File: src/rtl/mem_port_arbiter.sv
// mem_port_arbiter: shares one single-port memory between instruction fetch
// (read-only) and the MEM stage (load/store). One transaction is in flight at a
// time. Data requests win arbitration unless fetch has been starved for
// STARVE_LIMIT consecutive data grants. A branch flush drops the response of an
// in-flight fetch.
//
// Ports:
//   clk_i, rst_i            clock, asynchronous active-high reset
//   if_*                    fetch port: req/addr/flush in, gnt/rvalid/rdata out
//   dm_*                    data port: req/we/be/addr/wdata in, gnt/rvalid/rdata out
//   mem_*                   memory side: registered request fields out,
//                           gnt/rvalid/rdata in
//   busy_o                  a transaction is in flight (state != idle)
module mem_port_arbiter #(
  parameter int unsigned ADDR_WIDTH   = 32,
  parameter int unsigned DATA_WIDTH   = 32,
  parameter int unsigned STARVE_LIMIT = 4
) (
  input  logic                    clk_i,
  input  logic                    rst_i,
  input  logic                    if_req_i,
  input  logic [ADDR_WIDTH-1:0]   if_addr_i,
  input  logic                    if_flush_i,
  output logic                    if_gnt_o,
  output logic                    if_rvalid_o,
  output logic [DATA_WIDTH-1:0]   if_rdata_o,
  input  logic                    dm_req_i,
  input  logic                    dm_we_i,
  input  logic [DATA_WIDTH/8-1:0] dm_be_i,
  input  logic [ADDR_WIDTH-1:0]   dm_addr_i,
  input  logic [DATA_WIDTH-1:0]   dm_wdata_i,
  output logic                    dm_gnt_o,
  output logic                    dm_rvalid_o,
  output logic [DATA_WIDTH-1:0]   dm_rdata_o,
  output logic                    mem_req_o,
  output logic                    mem_we_o,
  output logic [DATA_WIDTH/8-1:0] mem_be_o,
  output logic [ADDR_WIDTH-1:0]   mem_addr_o,
  output logic [DATA_WIDTH-1:0]   mem_wdata_o,
  input  logic                    mem_gnt_i,
  input  logic                    mem_rvalid_i,
  input  logic [DATA_WIDTH-1:0]   mem_rdata_i,
  output logic                    busy_o
);

  localparam int unsigned BeW  = DATA_WIDTH / 8;
  localparam int unsigned CntW = $clog2(STARVE_LIMIT + 1);
  localparam logic [CntW-1:0] StarveMax = CntW'(STARVE_LIMIT);

  typedef enum logic [1:0] {StIdle, StReq, StRsp} state_e;

  state_e                state_q, state_d;
  logic                  owner_if_q, owner_if_d;
  logic                  drop_q, drop_d;
  logic [CntW-1:0]       starve_q, starve_d;
  logic                  mem_we_q, mem_we_d;
  logic [BeW-1:0]        mem_be_q, mem_be_d;
  logic [ADDR_WIDTH-1:0] mem_addr_q, mem_addr_d;
  logic [DATA_WIDTH-1:0] mem_wdata_q, mem_wdata_d;
  logic                  if_rvalid_q, if_rvalid_d;
  logic                  dm_rvalid_q, dm_rvalid_d;
  logic [DATA_WIDTH-1:0] if_rdata_q, if_rdata_d;
  logic [DATA_WIDTH-1:0] dm_rdata_q, dm_rdata_d;
  logic                  fetch_ok;
  logic                  grant_if, grant_dm;

  // Arbitration. A flush in idle makes the fetch request invisible this cycle,
  // so a starved fetch that is being flushed does not block the data port.
  always_comb begin
    fetch_ok = if_req_i & ~if_flush_i;
    grant_if = 1'b0;
    grant_dm = 1'b0;
    if (state_q == StIdle && !rst_i) begin
      if (dm_req_i && !(fetch_ok && starve_q == StarveMax)) begin
        grant_dm = 1'b1;
      end else if (fetch_ok) begin
        grant_if = 1'b1;
      end
    end
  end

  always_comb begin
    state_d     = state_q;
    owner_if_d  = owner_if_q;
    drop_d      = drop_q;
    starve_d    = starve_q;
    mem_we_d    = mem_we_q;
    mem_be_d    = mem_be_q;
    mem_addr_d  = mem_addr_q;
    mem_wdata_d = mem_wdata_q;
    if_rvalid_d = 1'b0;
    dm_rvalid_d = 1'b0;
    if_rdata_d  = if_rdata_q;
    dm_rdata_d  = dm_rdata_q;
    unique case (state_q)
      StIdle: begin
        drop_d = 1'b0;
        if (grant_if) begin
          state_d     = StReq;
          owner_if_d  = 1'b1;
          mem_we_d    = 1'b0;
          mem_be_d    = {BeW{1'b1}};
          mem_addr_d  = if_addr_i;
          mem_wdata_d = '0;
          starve_d    = '0;
        end else if (grant_dm) begin
          state_d     = StReq;
          owner_if_d  = 1'b0;
          mem_we_d    = dm_we_i;
          mem_be_d    = dm_be_i;
          mem_addr_d  = dm_addr_i;
          mem_wdata_d = dm_wdata_i;
          if (!if_req_i) begin
            starve_d = '0;
          end else if (starve_q != StarveMax) begin
            starve_d = starve_q + CntW'(1);
          end
        end else if (!if_req_i) begin
          starve_d = '0;
        end
      end
      StReq: begin
        if (owner_if_q && if_flush_i) drop_d = 1'b1;
        if (mem_gnt_i) state_d = StRsp;
      end
      StRsp: begin
        if (mem_rvalid_i) begin
          state_d = StIdle;
          drop_d  = 1'b0;
          if (!owner_if_q) begin
            dm_rvalid_d = 1'b1;
            dm_rdata_d  = mem_rdata_i;
          end else if (!(drop_q || if_flush_i)) begin
            // A flush arriving together with the response also discards it.
            if_rvalid_d = 1'b1;
            if_rdata_d  = mem_rdata_i;
          end
        end else if (owner_if_q && if_flush_i) begin
          drop_d = 1'b1;
        end
      end
      default: state_d = StIdle;
    endcase
  end

  always_ff @(posedge clk_i or posedge rst_i) begin
    if (rst_i) begin
      state_q     <= StIdle;
      owner_if_q  <= 1'b0;
      drop_q      <= 1'b0;
      starve_q    <= '0;
      mem_we_q    <= 1'b0;
      mem_be_q    <= '0;
      mem_addr_q  <= '0;
      mem_wdata_q <= '0;
      if_rvalid_q <= 1'b0;
      dm_rvalid_q <= 1'b0;
      if_rdata_q  <= '0;
      dm_rdata_q  <= '0;
    end else begin
      state_q     <= state_d;
      owner_if_q  <= owner_if_d;
      drop_q      <= drop_d;
      starve_q    <= starve_d;
      mem_we_q    <= mem_we_d;
      mem_be_q    <= mem_be_d;
      mem_addr_q  <= mem_addr_d;
      mem_wdata_q <= mem_wdata_d;
      if_rvalid_q <= if_rvalid_d;
      dm_rvalid_q <= dm_rvalid_d;
      if_rdata_q  <= if_rdata_d;
      dm_rdata_q  <= dm_rdata_d;
    end
  end

  assign if_gnt_o    = grant_if;
  assign dm_gnt_o    = grant_dm;
  assign if_rvalid_o = if_rvalid_q;
  assign dm_rvalid_o = dm_rvalid_q;
  assign if_rdata_o  = if_rdata_q;
  assign dm_rdata_o  = dm_rdata_q;
  assign mem_req_o   = (state_q == StReq);
  assign mem_we_o    = mem_we_q;
  assign mem_be_o    = mem_be_q;
  assign mem_addr_o  = mem_addr_q;
  assign mem_wdata_o = mem_wdata_q;
  assign busy_o      = (state_q != StIdle);

endmodule

File: config.mk
export PLATFORM = sky130hd
export DESIGN_NAME = mem_port_arbiter
export DESIGN_NICKNAME = d
export VERILOG_FILES = /design/src/rtl/mem_port_arbiter.sv
export SDC_FILE = /design/constraint.sdc
export NUM_CORES = 1
export LEC_CHECK = 0
export BUFFER_PORTS_ARGS = -buffer_cell sky130_fd_sc_hd__clkbuf_2
export CAP_MARGIN = 20
export CELL_PAD_IN_SITES_DETAIL_PLACEMENT = 0
export CELL_PAD_IN_SITES_GLOBAL_PLACEMENT = 1
export CORE_MARGIN = 2
export CORE_UTILIZATION = 35
export CTS_BUF_LIST = sky130_fd_sc_hd__clkbuf_8
export DETAILED_ROUTE_END_ITERATION = 8
export GPL_ROUTABILITY_DRIVEN = 0
export PLACE_DENSITY_LB_ADDON = 0.1
export RECOVER_POWER = 25
export SYNTH_ARGS = -nofsm -noshare
export SYNTH_HDL_FRONTEND = slang
export SYNTH_SLANG_ARGS = --single-unit
File: constraint.sdc
create_clock -name clk_i -period 5.3 [get_ports clk_i]
set_input_delay 0.795 -clock clk_i [delete_from_list [all_inputs] [get_ports clk_i]]
set_output_delay 0.795 -clock clk_i [all_outputs]
set_load 0.05 [all_outputs]
==> flow_summary.toml <==
[global_route]
grt_max_degree = 88
grt.total_usage_pct = 18.31
grt_pass1_vias = 5096
grt-ovfl-total = 0
grt_pass1_wl_microns = 25440
grt_antenna_before_repair = 0

[cts]
ctsResizeCount = 0
tritoncts = "done"
clk_pin_slew_ps = 70
cts_num_sinks = 142
postCtsSetupRepairBufs = 0
cts_htree_levels = 4
root_buffer = "clkbuf_8"
insertion_delay_ps = 430
numCtsBuffers = 17
clk_path_buf_depth = 2
ctsHoldBuffers = 0

[hold_path]
min_to = "mem_addr_o[28]$_DFFE_PP0P_"
holdCritStartpoint = "mem_addr_o[28]$_DFFE_PP0P_"
hp-class = "reg2reg"
whs_path_depth = 2

[sta]
maxSlewHeadroom_pct = -122.1
fmaxAchievable_mhz = 262.9
hold_viol_final = 0
setup_viol = 0
rsz0062_at_grt = "no"
min_period_over_period_pct = 71.76
fin_skew_ps = 10.57
min_period_ps = 3803
drv_slew = 122
max_slew.worst_pin.slew_ps = 3332
setup-tns-final_ps = 0

[setup_path]
r2r-end = "if_rdata_o[6]$_DFFE_PP0P_"
slowest_delay_ps = 530
start_kind = "flop"
critical_path_class = "reg2out"
crit_chain = "inv_1 > ha_1 > nor2b_1 > nand3_2 > inv_2 > buf_4 > clkbuf_2"
reg2reg_from = "state_q[0]$_DFFE_PP0P_"
r2r_cells = 6
slowest_stage = "buf_4"
reg2reg_slack_ps = 2310
required_ps = 4510
worstPathArrival_ps = 3010
critPathMaxFanout = 66
cp-startpoint = "state_q[0]$_DFFE_PP0P_"
worstSetupEndpointType = "output port"

[detailed_routing]
avgViaCountPerCell = 4.639
ant_nets = 0
vias = 4964
wl_per_cell_microns = 14.70
drt_iter0_drc = 174
drc = 0
firstDrtPassIters = 4
wirelength_microns = 15730

[power]
ir_drop_mv = 0.3150
cellLeakagePower_nw = 4.292
p_per_area_nw_per_um2 = 732.0
total_power_mw = 5.686

[die]
placementRows = 47
die_h_microns = 132.9
dieArea_sq_um = 17660
ios = 279
initial_core_util_pct = 35.44
die_x_microns = 132.9
core_area_sq_um = 16410

[synth]
ys_types = 34
synth_area_per_cell_sq_um = 10.27
yosysMostFrequentCell = "nand2_1"
yosys_register_bits = 142
yosys_warnings = 0
synthCells = 566
synth_edf_count = 0
synth_top_area_share_pct = 61.11
synth_area_leaders = "dfrtp_1, nand2_1, mux2_2"
synth_common_cells = "nand2_1, dfrtp_1, a21oi_1"
syn-cell-area_sq_um = 5814
syn-num-nets = 713
async_reset_ff_share_pct = 100.0
yosys.area.top_type = "dfrtp_1"
ys_seq_area_share_pct = 61.11
ys.flop_type = "dfrtp_1"

[outcome]
violations = "capacitance limit, slew limit"
outcome = "finished with violations"

[finish]
fin_area_sq_um = 7769
syn2layout_area_growth_pct = 33.61
drive_gt1_share_pct = 40.00
fin_nets = 984
diodes = 0

[placement]
place.port_buffers = 278
dpl-instance-area_sq_um = 7382
dp_hpwl_microns = 11300

[job]
maxCapViolCount = 2
[critical path, delay by kind of cell, from the launching register on]
kind / cells / cell delay [ps]
buffers and inverters: 4 / 1130
adder cells (fa/ha/maj): 1 / 220
flip-flops: 1 / 420
AND/OR/NAND/NOR: 2 / 760
[final cells by class]
| type | count | area [sq um] |
|---|---|---|
| clock buffer | 19 | 261.5 |
| clock inverter | 13 | 162.7 |
| fill | 1618 | 8638 |
| inverter | 11 | 41.29 |
| multi-input combinational | 380 | 2034 |
| sequential | 142 | 3553 |
| tap | 220 | 275.3 |
| timing repair buffer | 285 | 1440 |
[stage by stage]
| stage | hold WS, ps | util (%) | std cells | setup slack (ps) |
|---|---|---|---|---|
| final | 468.6 | 47.35 | 1070 | 1497 |
| after global routing | 493.7 | 47.35 | 1070 | 889.8 |
| after CTS | 475.5 | 47.58 | 1070 | 1462 |
| after detailed placement | 457.6 | 44.99 | 1038 | 1792 |
| after global placement | 452.8 | 44.83 | 1037 | 1818 |
| after floorplan | 485.9 | - | 566 | 695.4 |
[metal layers]
| metal | vias to the layer above | wire length [microns] | global-route usage (%) |
|---|---|---|---|
| li1 | 2401 | - | - |
| met1 | 2340 | 6651 | 22.29 |
| met2 | 197 | 7489 | 30.17 |
| met3 | 26 | 1278 | 6.360 |
| met4 | 0 | 312 | 6.691 |
| met5 | - | 0 | 0 |
[cell families after synthesis]
family                   count (synthesis)  synth area share, %
AND/OR/NAND/NOR                        258                17.82
multiplexers                            34                6.628
flip-flops                             142                61.11
adder cells (fa/ha/maj)                  7                1.506
buffers and inverters                   44                3.874
AO/OA/AOI/OAI                           81                9.060
[state kept, by name, indices dropped and copies added (netlist names)]
signal	flops
dm_rdata_o	32
if_rdata_o	32
mem_addr_o	32
mem_wdata_o	32
mem_be_o	4
starve_q	3
state_q	2
dm_rvalid_o	1
drop_q	1
if_rvalid_o	1
mem_we_o	1
owner_if_q	1
[power breakdown]
part,switching [mW],internal (mW)
registers,0.251,1.56
logic,2.34,0.635
clock network,0.416,0.492
total,3.00,2.68
[cell usage in the layout, fill, tap and decap left out, types with 2 or more instances in the layout]
master	netlist	final
clkinvlp_4	0	2
clkinv_2	0	2
clkbuf_1	7	17
mux2_2	32	32
nor2b_1	3	3
bufinv_16	0	3
dfrtp_1	142	142
clkbuf_2	0	262
nand2_1	242	242
ha_1	7	7
clkinv_4	0	3
a31o_2	2	2
clkbuf_8	0	19
inv_1	10	11
nand2b_1	2	2
o21ai_0	2	2
nand3_1	4	4
inv_6	0	2
a31oi_1	3	3
a22oi_1	32	32
a21oi_1	35	35
buf_4	6	5
[worst max-delay path by stage]
| stage | cells past startpoint | slack [ps] | to |
|---|---|---|---|
| 2_1_floorplan | 1 | 700 | dm_rdata_o[0]$_DFFE_PP0P_ |
| 3_3_place_gp | 6 | 1820 | if_gnt_o |
| 3_5_place_dp | 6 | 1790 | if_gnt_o |
| 4_1_cts | 7 | 1460 | if_gnt_o |
| 5_1_grt | 3 | 890 | dm_rdata_o[11]$_DFFE_PP0P_ |
| 6_report | 7 | 1500 | if_gnt_o |
Power figures use the tool's default switching activity.
